**src/rtl/fm_vtiming_if.sv**
```systemverilog
// Pixel hand-off between the upstream line FIFO (master) and fm_vtiming (slave).
// A pixel is consumed on every clock where pix_ready and pix_valid are both high.
interface fm_vtiming_if;
  logic       pix_valid;
  logic [7:0] pix_r;
  logic [7:0] pix_g;
  logic [7:0] pix_b;
  logic       pix_ready;

  modport master (output pix_valid, pix_r, pix_g, pix_b, input pix_ready);
  modport slave  (input pix_valid, pix_r, pix_g, pix_b, output pix_ready);
endinterface

```
**src/rtl/fm_vtiming.sv**
```systemverilog
// fm_vtiming: raster timing generator and pixel launcher (hsync/vsync/de + RGB) ahead of fm_hdmi.
// Define FM_VTIMING_COLORBAR_EN to add the i_pattern input and an 8-bar colour test pattern.
module fm_vtiming #(
  parameter int unsigned H_ACTIVE = 1280,
  parameter int unsigned H_FP     = 110,
  parameter int unsigned H_SYNC   = 40,
  parameter int unsigned H_BP     = 220,
  parameter int unsigned V_ACTIVE = 720,
  parameter int unsigned V_FP     = 5,
  parameter int unsigned V_SYNC   = 5,
  parameter int unsigned V_BP     = 20,
  parameter bit          HS_POL   = 1'b0,
  parameter bit          VS_POL   = 1'b0
) (
  input  logic        clk_v,
  input  logic        rst_x,
  input  logic        i_en,
`ifdef FM_VTIMING_COLORBAR_EN
  input  logic        i_pattern,
`endif
  fm_vtiming_if.slave pix,
  output logic        o_vsync,
  output logic        o_hsync,
  output logic        o_de,
  output logic [7:0]  o_cr,
  output logic [7:0]  o_cg,
  output logic [7:0]  o_cb,
  output logic        o_frame_start,
  output logic        o_underflow,
  input  logic        i_clr_underflow
);

  localparam int unsigned H_TOTAL = H_ACTIVE + H_FP + H_SYNC + H_BP;
  localparam int unsigned V_TOTAL = V_ACTIVE + V_FP + V_SYNC + V_BP;

  localparam logic [11:0] H_ACT  = 12'(H_ACTIVE);
  localparam logic [11:0] H_LAST = 12'(H_TOTAL - 1);
  localparam logic [11:0] HS_BEG = 12'(H_ACTIVE + H_FP);
  localparam logic [11:0] HS_END = 12'(H_ACTIVE + H_FP + H_SYNC);
  localparam logic [11:0] V_ACT  = 12'(V_ACTIVE);
  localparam logic [11:0] V_LAST = 12'(V_TOTAL - 1);
  localparam logic [11:0] VS_BEG = 12'(V_ACTIVE + V_FP);
  localparam logic [11:0] VS_END = 12'(V_ACTIVE + V_FP + V_SYNC);

  localparam logic [0:0] ST_IDLE = 1'b0;
  localparam logic [0:0] ST_RUN  = 1'b1;

  logic [0:0]  state;
  logic [11:0] h_cnt;
  logic [11:0] v_cnt;
  logic        run;
  logic        active;
  logic        line_end;
  logic        frame_end;
  logic        hs_on;
  logic        vs_on;
  logic        fifo_src;
  logic [23:0] rgb_next;

  assign run       = (state == ST_RUN);
  assign active    = (h_cnt < H_ACT) && (v_cnt < V_ACT);
  assign line_end  = (h_cnt == H_LAST);
  assign frame_end = line_end && (v_cnt == V_LAST);
  assign hs_on     = (h_cnt >= HS_BEG) && (h_cnt < HS_END);
  assign vs_on     = (v_cnt >= VS_BEG) && (v_cnt < VS_END);

`ifdef FM_VTIMING_COLORBAR_EN
  localparam int unsigned BAR_W = (H_ACTIVE / 8 > 0) ? H_ACTIVE / 8 : 1;

  logic        pattern;
  logic [2:0]  bar;
  logic [23:0] bar_rgb;

  // Bar index saturates at 7 so the last bar absorbs any remainder pixels.
  always_comb begin
    bar = 3'd0;
    for (int k = 1; k < 8; k++)
      if (h_cnt >= 12'(k * BAR_W)) bar = 3'(k);
    bar_rgb = {{8{~bar[1]}}, {8{~bar[2]}}, {8{~bar[0]}}};
  end

  // Pattern selection only changes when a frame (re)starts at h=0, v=0.
  always_ff @(posedge clk_v or negedge rst_x) begin
    if (!rst_x)                      pattern <= 1'b0;
    else if ((!run && i_en) || (run && frame_end)) pattern <= i_pattern;
  end

  assign fifo_src = !pattern;
`else
  assign fifo_src = 1'b1;
`endif

  // The pop strobe is combinational so the FIFO sees it in the same clock the pixel is sampled.
  assign pix.pix_ready = run && active && fifo_src;

  always_comb begin
    // NOTE: every always_comb output gets a default first, otherwise a latch is inferred.
    rgb_next = 24'h0;
    if (pix.pix_ready && pix.pix_valid) rgb_next = {pix.pix_r, pix.pix_g, pix.pix_b};
`ifdef FM_VTIMING_COLORBAR_EN
    if (run && active && pattern) rgb_next = bar_rgb;
`endif
  end

  // Counters rest at 0 in IDLE so the first RUN clock is the first active pixel.
  always_ff @(posedge clk_v or negedge rst_x) begin
    // NOTE: sequential state uses non-blocking assignments so all registers update together.
    if (!rst_x) begin
      state <= ST_IDLE;
      h_cnt <= '0;
      v_cnt <= '0;
    end else if (!run) begin
      h_cnt <= '0;
      v_cnt <= '0;
      if (i_en) state <= ST_RUN;
    end else begin
      if (line_end) begin
        h_cnt <= '0;
        v_cnt <= (v_cnt == V_LAST) ? 12'd0 : v_cnt + 12'd1;
      end else begin
        h_cnt <= h_cnt + 12'd1;
      end
      if (frame_end && !i_en) state <= ST_IDLE;
    end
  end

  always_ff @(posedge clk_v or negedge rst_x) begin
    if (!rst_x) begin
      o_de                 <= 1'b0;
      o_hsync              <= ~HS_POL;
      o_vsync              <= ~VS_POL;
      o_frame_start        <= 1'b0;
      {o_cr, o_cg, o_cb}   <= 24'h0;
      o_underflow          <= 1'b0;
    end else begin
      o_de                 <= run && active;
      o_hsync              <= (run && hs_on) ? HS_POL : ~HS_POL;
      o_vsync              <= (run && vs_on) ? VS_POL : ~VS_POL;
      o_frame_start        <= run && (h_cnt == 12'd0) && (v_cnt == 12'd0);
      {o_cr, o_cg, o_cb}   <= rgb_next;
      if (i_clr_underflow)                        o_underflow <= 1'b0;
      else if (pix.pix_ready && !pix.pix_valid)   o_underflow <= 1'b1;
    end
  end

endmodule
```
**src/flat_wrapper.sv**
```systemverilog
// flat-port wrapper written by rule: the top's interface ports become plain ports
module fm_vtiming_flat 
#(
  parameter int unsigned H_ACTIVE = 1280,
  parameter int unsigned H_FP     = 110,
  parameter int unsigned H_SYNC   = 40,
  parameter int unsigned H_BP     = 220,
  parameter int unsigned V_ACTIVE = 720,
  parameter int unsigned V_FP     = 5,
  parameter int unsigned V_SYNC   = 5,
  parameter int unsigned V_BP     = 20,
  parameter bit          HS_POL   = 1'b0,
  parameter bit          VS_POL   = 1'b0
)
  (clk_v, rst_x, i_en, o_vsync, o_hsync, o_de, o_cr, o_cg, o_cb, o_frame_start, o_underflow, i_clr_underflow, pix_pix_valid, pix_pix_r, pix_pix_g, pix_pix_b, pix_pix_ready);
  fm_vtiming_if pix_i ();
  input  logic clk_v;
  input  logic rst_x;
  input  logic i_en;
  output logic o_vsync;
  output logic o_hsync;
  output logic o_de;
  output logic [7:0] o_cr;
  output logic [7:0] o_cg;
  output logic [7:0] o_cb;
  output logic o_frame_start;
  output logic o_underflow;
  input  logic i_clr_underflow;
  input wire logic [$bits(pix_i.pix_valid)-1:0] pix_pix_valid;
  input wire logic [$bits(pix_i.pix_r)-1:0] pix_pix_r;
  input wire logic [$bits(pix_i.pix_g)-1:0] pix_pix_g;
  input wire logic [$bits(pix_i.pix_b)-1:0] pix_pix_b;
  output wire logic [$bits(pix_i.pix_ready)-1:0] pix_pix_ready;
  assign pix_i.pix_valid = pix_pix_valid;
  assign pix_i.pix_r = pix_pix_r;
  assign pix_i.pix_g = pix_pix_g;
  assign pix_i.pix_b = pix_pix_b;
  assign pix_pix_ready = pix_i.pix_ready;
  fm_vtiming #(.H_ACTIVE(H_ACTIVE), .H_FP(H_FP), .H_SYNC(H_SYNC), .H_BP(H_BP), .V_ACTIVE(V_ACTIVE), .V_FP(V_FP), .V_SYNC(V_SYNC), .V_BP(V_BP), .HS_POL(HS_POL), .VS_POL(VS_POL)) u_core (.clk_v(clk_v), .rst_x(rst_x), .i_en(i_en), .pix(pix_i), .o_vsync(o_vsync), .o_hsync(o_hsync), .o_de(o_de), .o_cr(o_cr), .o_cg(o_cg), .o_cb(o_cb), .o_frame_start(o_frame_start), .o_underflow(o_underflow), .i_clr_underflow(i_clr_underflow));
endmodule
```
**config.mk**
```make
export PLATFORM = sky130hd
export DESIGN_NAME = fm_vtiming_flat
export DESIGN_NICKNAME = d
export VERILOG_FILES = /design/src/rtl/fm_vtiming_if.sv /design/src/rtl/fm_vtiming.sv /design/src/flat_wrapper.sv
export SDC_FILE = /design/constraint.sdc
export NUM_CORES = 1
export LEC_CHECK = 0
export BUFFER_PORTS_ARGS = -buffer_cell sky130_fd_sc_hd__buf_4
export CAP_MARGIN = 20
export CORE_MARGIN = 10
export CORE_UTILIZATION = 57
export CTS_CLUSTER_SIZE = 30
export DETAILED_ROUTE_END_ITERATION = 10
export GPL_TIMING_DRIVEN = 0
export MAX_ROUTING_LAYER = met4
export PLACE_DENSITY = 0.84
export SETUP_SLACK_MARGIN = 0.1
export SYNTH_ARGS = -nofsm -noshare
export SYNTH_HDL_FRONTEND = slang
export SYNTH_SLANG_ARGS = --single-unit
export TNS_END_PERCENT = 100
```
**constraint.sdc**
```tcl
create_clock -name clk_v -period 3.73 [get_ports clk_v]
set_input_delay 0.373 -clock clk_v [delete_from_list [all_inputs] [get_ports clk_v]]
set_output_delay 0.373 -clock clk_v [all_outputs]
set_load 0.005 [all_outputs]
```
# ---- Word-level counts from Yosys, hierarchy flattened
# Cells that the tools add are included.
# Widths: inputs -> output; s select.
dict set report word_totals {
  ff_bits 54
  inputBits 29
  output_inout_bits 30
  wordCells 52
}
dict set report classes {
  addsub 2
  order_cmp 6
  eq_ne 3
  mux 13
  n_reduce_logical 17
}
# operator count
set ops {}
lappend ops {{$mux 12} 5}
lappend ops {{$add 12x1->12 const B} 2}
lappend ops {{$logic_not 12->1} 2}
lappend ops {{$lt 12x10->1 const B} 2}
lappend ops {{$lt 12x11->1 const B} 2}
lappend ops {{$mux 24} 1}
lappend ops {{$eq 12x10->1 const B} 1}
lappend ops {{$eq 12x11->1 const B} 1}
lappend ops {{$ge 12x10->1 const B} 1}
lappend ops {{$ge 12x11->1 const B} 1}
lappend ops {{$logic_and 1x1->1} 12}
lappend ops {{$mux 1} 7}
lappend ops {{$logic_not 1->1} 2}
lappend ops {{$ne 2x2->1 const B} 1}
lappend ops {{$reduce_bool 2->1} 1}

# ---- Longest topological paths before layout
dict set report depth {
  ltp_word 6
  depth_mapped 8
  depth_no_buf 6
}

# ---- Worst setup path after synthesis
# Ideal clock, no wire load.
dict set report synth_path {
  path_kind {register to register}
  start {register u_core.h_cnt[7]}
  end {register u_core.h_cnt[10]}
  setup_ns 0.121
  t_arrival_ns 1.993
  t_required_ns 3.609
  setup_slack_ns 1.616
  path_stages_with_launch 8
  path_buffers 3
  period_less_slack_ns 2.114
  path_cell_list {dfrtp_1 buf_2 or4_4 or3_1 clkbuf_1 nand2_1 buf_2 nor2_1}
}
dict set report synth_via {
  elab_chain_cells 3
  elab_cells_between_ends 4
  classes_between {add/sub: 1; eq/ne: 1; mux: 2}
}
# element line_no
set synth_rtl {}
lappend synth_rtl {{start: declaration} fm_vtiming.sv:49} ;# logic [11:0] h_cnt;
lappend synth_rtl {{start signal: assignment} fm_vtiming.sv:121} ;# h_cnt <= h_cnt + 12'd1;
lappend synth_rtl {{$add 12x1->12 / $eq 12x11->1 (equally long branches)} {fm_vtiming.sv:121, fm_vtiming.sv:62}}
lappend synth_rtl {{$mux 12 (*)} fm_vtiming.sv:117} ;# if (line_end) begin
lappend synth_rtl {{$mux 12 (*)} fm_vtiming.sv:112} ;# end else if (!run) begin
# Mark *: on every way between the ends. The rest lies on a longest branch, timed or not.
# A chain may end at the register's enable or synchronous reset.

# ---- Worst setup path after layout
dict set report layout_path {
  start {register u_core.h_cnt[8]}
  end {register u_core.h_cnt[3]}
}
dict set report layout_via {
  elab_chain_cells 3
}
# element line_no
set layout_rtl {}
lappend layout_rtl {{$eq 12x11->1} fm_vtiming.sv:62} ;# assign line_end = (h_cnt == H_LAST);
lappend layout_rtl {{$mux 12} fm_vtiming.sv:117}
lappend layout_rtl {{$mux 12} fm_vtiming.sv:112}
# Every way passes these cells.

==> out/qor.yml <==
fin_area_um2: 3170
drt_iter0_drc: 224
synth_fp_nets: 293
ctsResizeCount: 0
r2r_start: "u_core.h_cnt[8]"
portBuffers: 58
skew_ns: 0.00586
yosysWarningCount: 0
vias: 2090
cts_buffers: 5
crit_cells: 6
coreArea_um2: 4350
async_flop_share_pct: 100
ir_drop_v: 0.000287
rows: 24
antenna_found_initial: 0
dieWidth_um: 87.0
setup_viol: 0
grt_max_degree: 55
outcome: "finished clean"
crit_end: "u_core.h_cnt[3]"
startpoint_type: "flip-flop"
startpoint: "u_core.h_cnt[8]"
dieHeight_um: 87.0
finalCritPeriodShare_pct: 68.1
place_congestion: 0.884
synth_edf_count: 0
worst-r2r-setup-slack_ns: 1.19
antenna_cells: 0
max-cap-violations: 0
hold_viol_final: 0
p_total_mw: 1.07
worst_path_max_delay_cell: "or4_4"
grt_pass1_wl_um: 9800
cpPeakStageDelay_ns: 0.60
cts_setup_buffers: 0
dpl-instance-area_um2: 3060
root_buffer: "clkbuf_8"
fin_crit_ns: 2.54
reg2reg_to: "u_core.h_cnt[3]"
syn_area_um2: 2560
hp-class: "in2async"
cp_cell_sequence: "or4_4, or3_1, clkbuf_1, nand2_1, buf_2, nor2_1"
path_clk_slew_ns: 0.10
worstMarginPinSlew_ns: 0.699
cp-end-kind: "flip-flop"
area_delta_synth_final_pct: 23.9
vias_per_cell: 5.59
synth_top_area_share_pct: 50.9
grt_use_total_pct: 16.5
post-route-util_pct: 72.8
synth_cells: 256
report.final.slew_viol_count: 0
rsz0062_at_grt: "no"
synth-seq-area-share_pct: 52.9
synthFlopType: "dfrtp_1"
worst-path-buf-inv: 2
drt_pre_antenna_iters: 4
grt_pass1_vias: 2044
totalWireLength_um: 6050
cts.path.max_buffers: 2
path_delay_family: "simple AND/OR/NAND/NOR gates"
max_slew_margin_pct: 53.3
yosys-top-cells-area: "dfrtp_1, and2_1, ha_1, nand3_1, nor2_1"
tns_ns: 0
setup.worst_path.class: "reg2reg"
cts_max_level: 2
cts_tree: "done"
cts.sinks: 54
worstPathArrival_ns: 2.73
r2r_cells: 6
crit_path_max_fanout: 10
io_pins: 59
dieArea_um2: 7570
synth_cell_types: 42
nets: 358
wire_per_inst_um: 16.2
start_util_pct: 58.7
cp.required_ns: 3.92
syn_avg_cell_area_um2: 9.99
insertion_delay_ns: 0.30
ys_seq_elements: 54
gr-total-overflow: 0
drtAntennaViolNets: 0
hold_buffers: 0
hpwl_um: 4470
yosysTopAreaCell: "dfrtp_1"
max_freq_mhz: 394
drc: 0
powerDensity_nw_per_um2: 338
leakagePower_nw: 1.47
layout-drive-gt1-share_pct: 22.7
-- flip-flops by register name, summed over array words and instances (netlist names) --
register and cells:
u_core.h_cnt 12, u_core.v_cnt 12, u_core.o_cb 8, u_core.o_cg 8
u_core.o_cr 8, u_core.o_de 1, u_core.o_frame_start 1, u_core.o_hsync 1
u_core.o_underflow 1, u_core.o_vsync 1, u_core.run 1
-- layout make-up --
type,count,area [um^2]
Inverter,7,26.3
Sequential cell,54,1350
Clock buffer,6,72.6
Clock inverter,2,37.5
Buffer,16,63.8
Tap cell,52,65.1
Timing Repair Buffer,58,435
Multi-Input combinational cell,179,1110
Fill cell,314,1190
-- stage by stage --
step | hold WS [ns] | setup WS (ns) | instances
6_report | 0.102 | 1.19 | 374
5_1_grt | 0.144 | 1.11 | 374
3_3_place_gp | 0.445 | 1.28 | 366
2_1_floorplan | 0.0774 | 1.62 | 256
3_5_place_dp | 0.456 | 1.25 | 366
4_1_cts | 0.119 | 1.21 | 374
-- worst reg2reg max path, cell delays in order, from the launching register on --
cell,delay (ns)
dfrtp_1,0.49
or4_4,0.60
or3_1,0.42
clkbuf_1,0.24
nand2_1,0.33
buf_2,0.28
nor2_1,0.08
-- metal layers --
metal  global-route usage, %  wire, um  up-vias
met5                       -         0        -
met1                    21.4      2690      970
met2                    23.2      2610       94
li1                        -         -     1018
met4                    4.42        89        0
met3                    6.93       664        8
-- synthesized netlist by cell type (4+ instances only) --
master,instances
dfrtp_1,52
and2_1,27
nor2_1,19
nand2_1,18
nand3_1,18
clkbuf_1,13
a21oi_1,9
ha_1,8
nand4_1,8
nor3_1,8
xnor2_1,8
inv_1,7
a31oi_1,4
and3_1,4
nand2b_1,4
nand3b_1,4
-- placed cells by master (no fill, tap or decap), drive strengths merged, types with 3 or more instances in the layout --
cell and instances:
clkbuf 19, nor2b 3, nor2 19, and3 4, and2 28, xnor2 8
nor3 8, o32ai 3, inv 7, nand2b 4, dfrtp 52, nand2 18
nand4 8, a21oi 9, buf 61, nand3 18, ha 8, nor3b 3
nor4 4, nand3b 4, a31oi 4, o21ai 3, o22ai 3
-- kinds of logic (layout without fill, tap and decap cells) --
kind of cell | count (synthesis) | count (layout) | share of synthesized area [%]
flip-flops | 54 | 54 | 52.9
AND/OR/NAND/NOR | 132 | 132 | 28.9
adder cells (fa/ha/maj) | 8 | 8 | 3.91
buffers and inverters | 23 | 89 | 3.52
XOR/XNOR | 10 | 10 | 3.42
AO/OA/AOI/OAI | 29 | 29 | 7.29
-- worst min-delay path by stage --
stage,endpoint,depth (start not counted),start
after global placement,u_core.o_cb[6],1,rst_x
after floorplan,u_core.h_cnt[0],0,rst_x
after global routing,u_core.o_cg[4],1,rst_x
after detailed placement,u_core.o_cg[4],1,rst_x
final,u_core.v_cnt[5],1,rst_x
after CTS,u_core.o_cg[4],1,rst_x
-- power by group --
group	internal (mW)	leakage, nW	switching [mW]
clock	0.201	0.0514	0.194
combinational	0.0424	0.724	0.0298
sequential	0.599	0.695	0.00405
(Power assumes the default switching activity.)
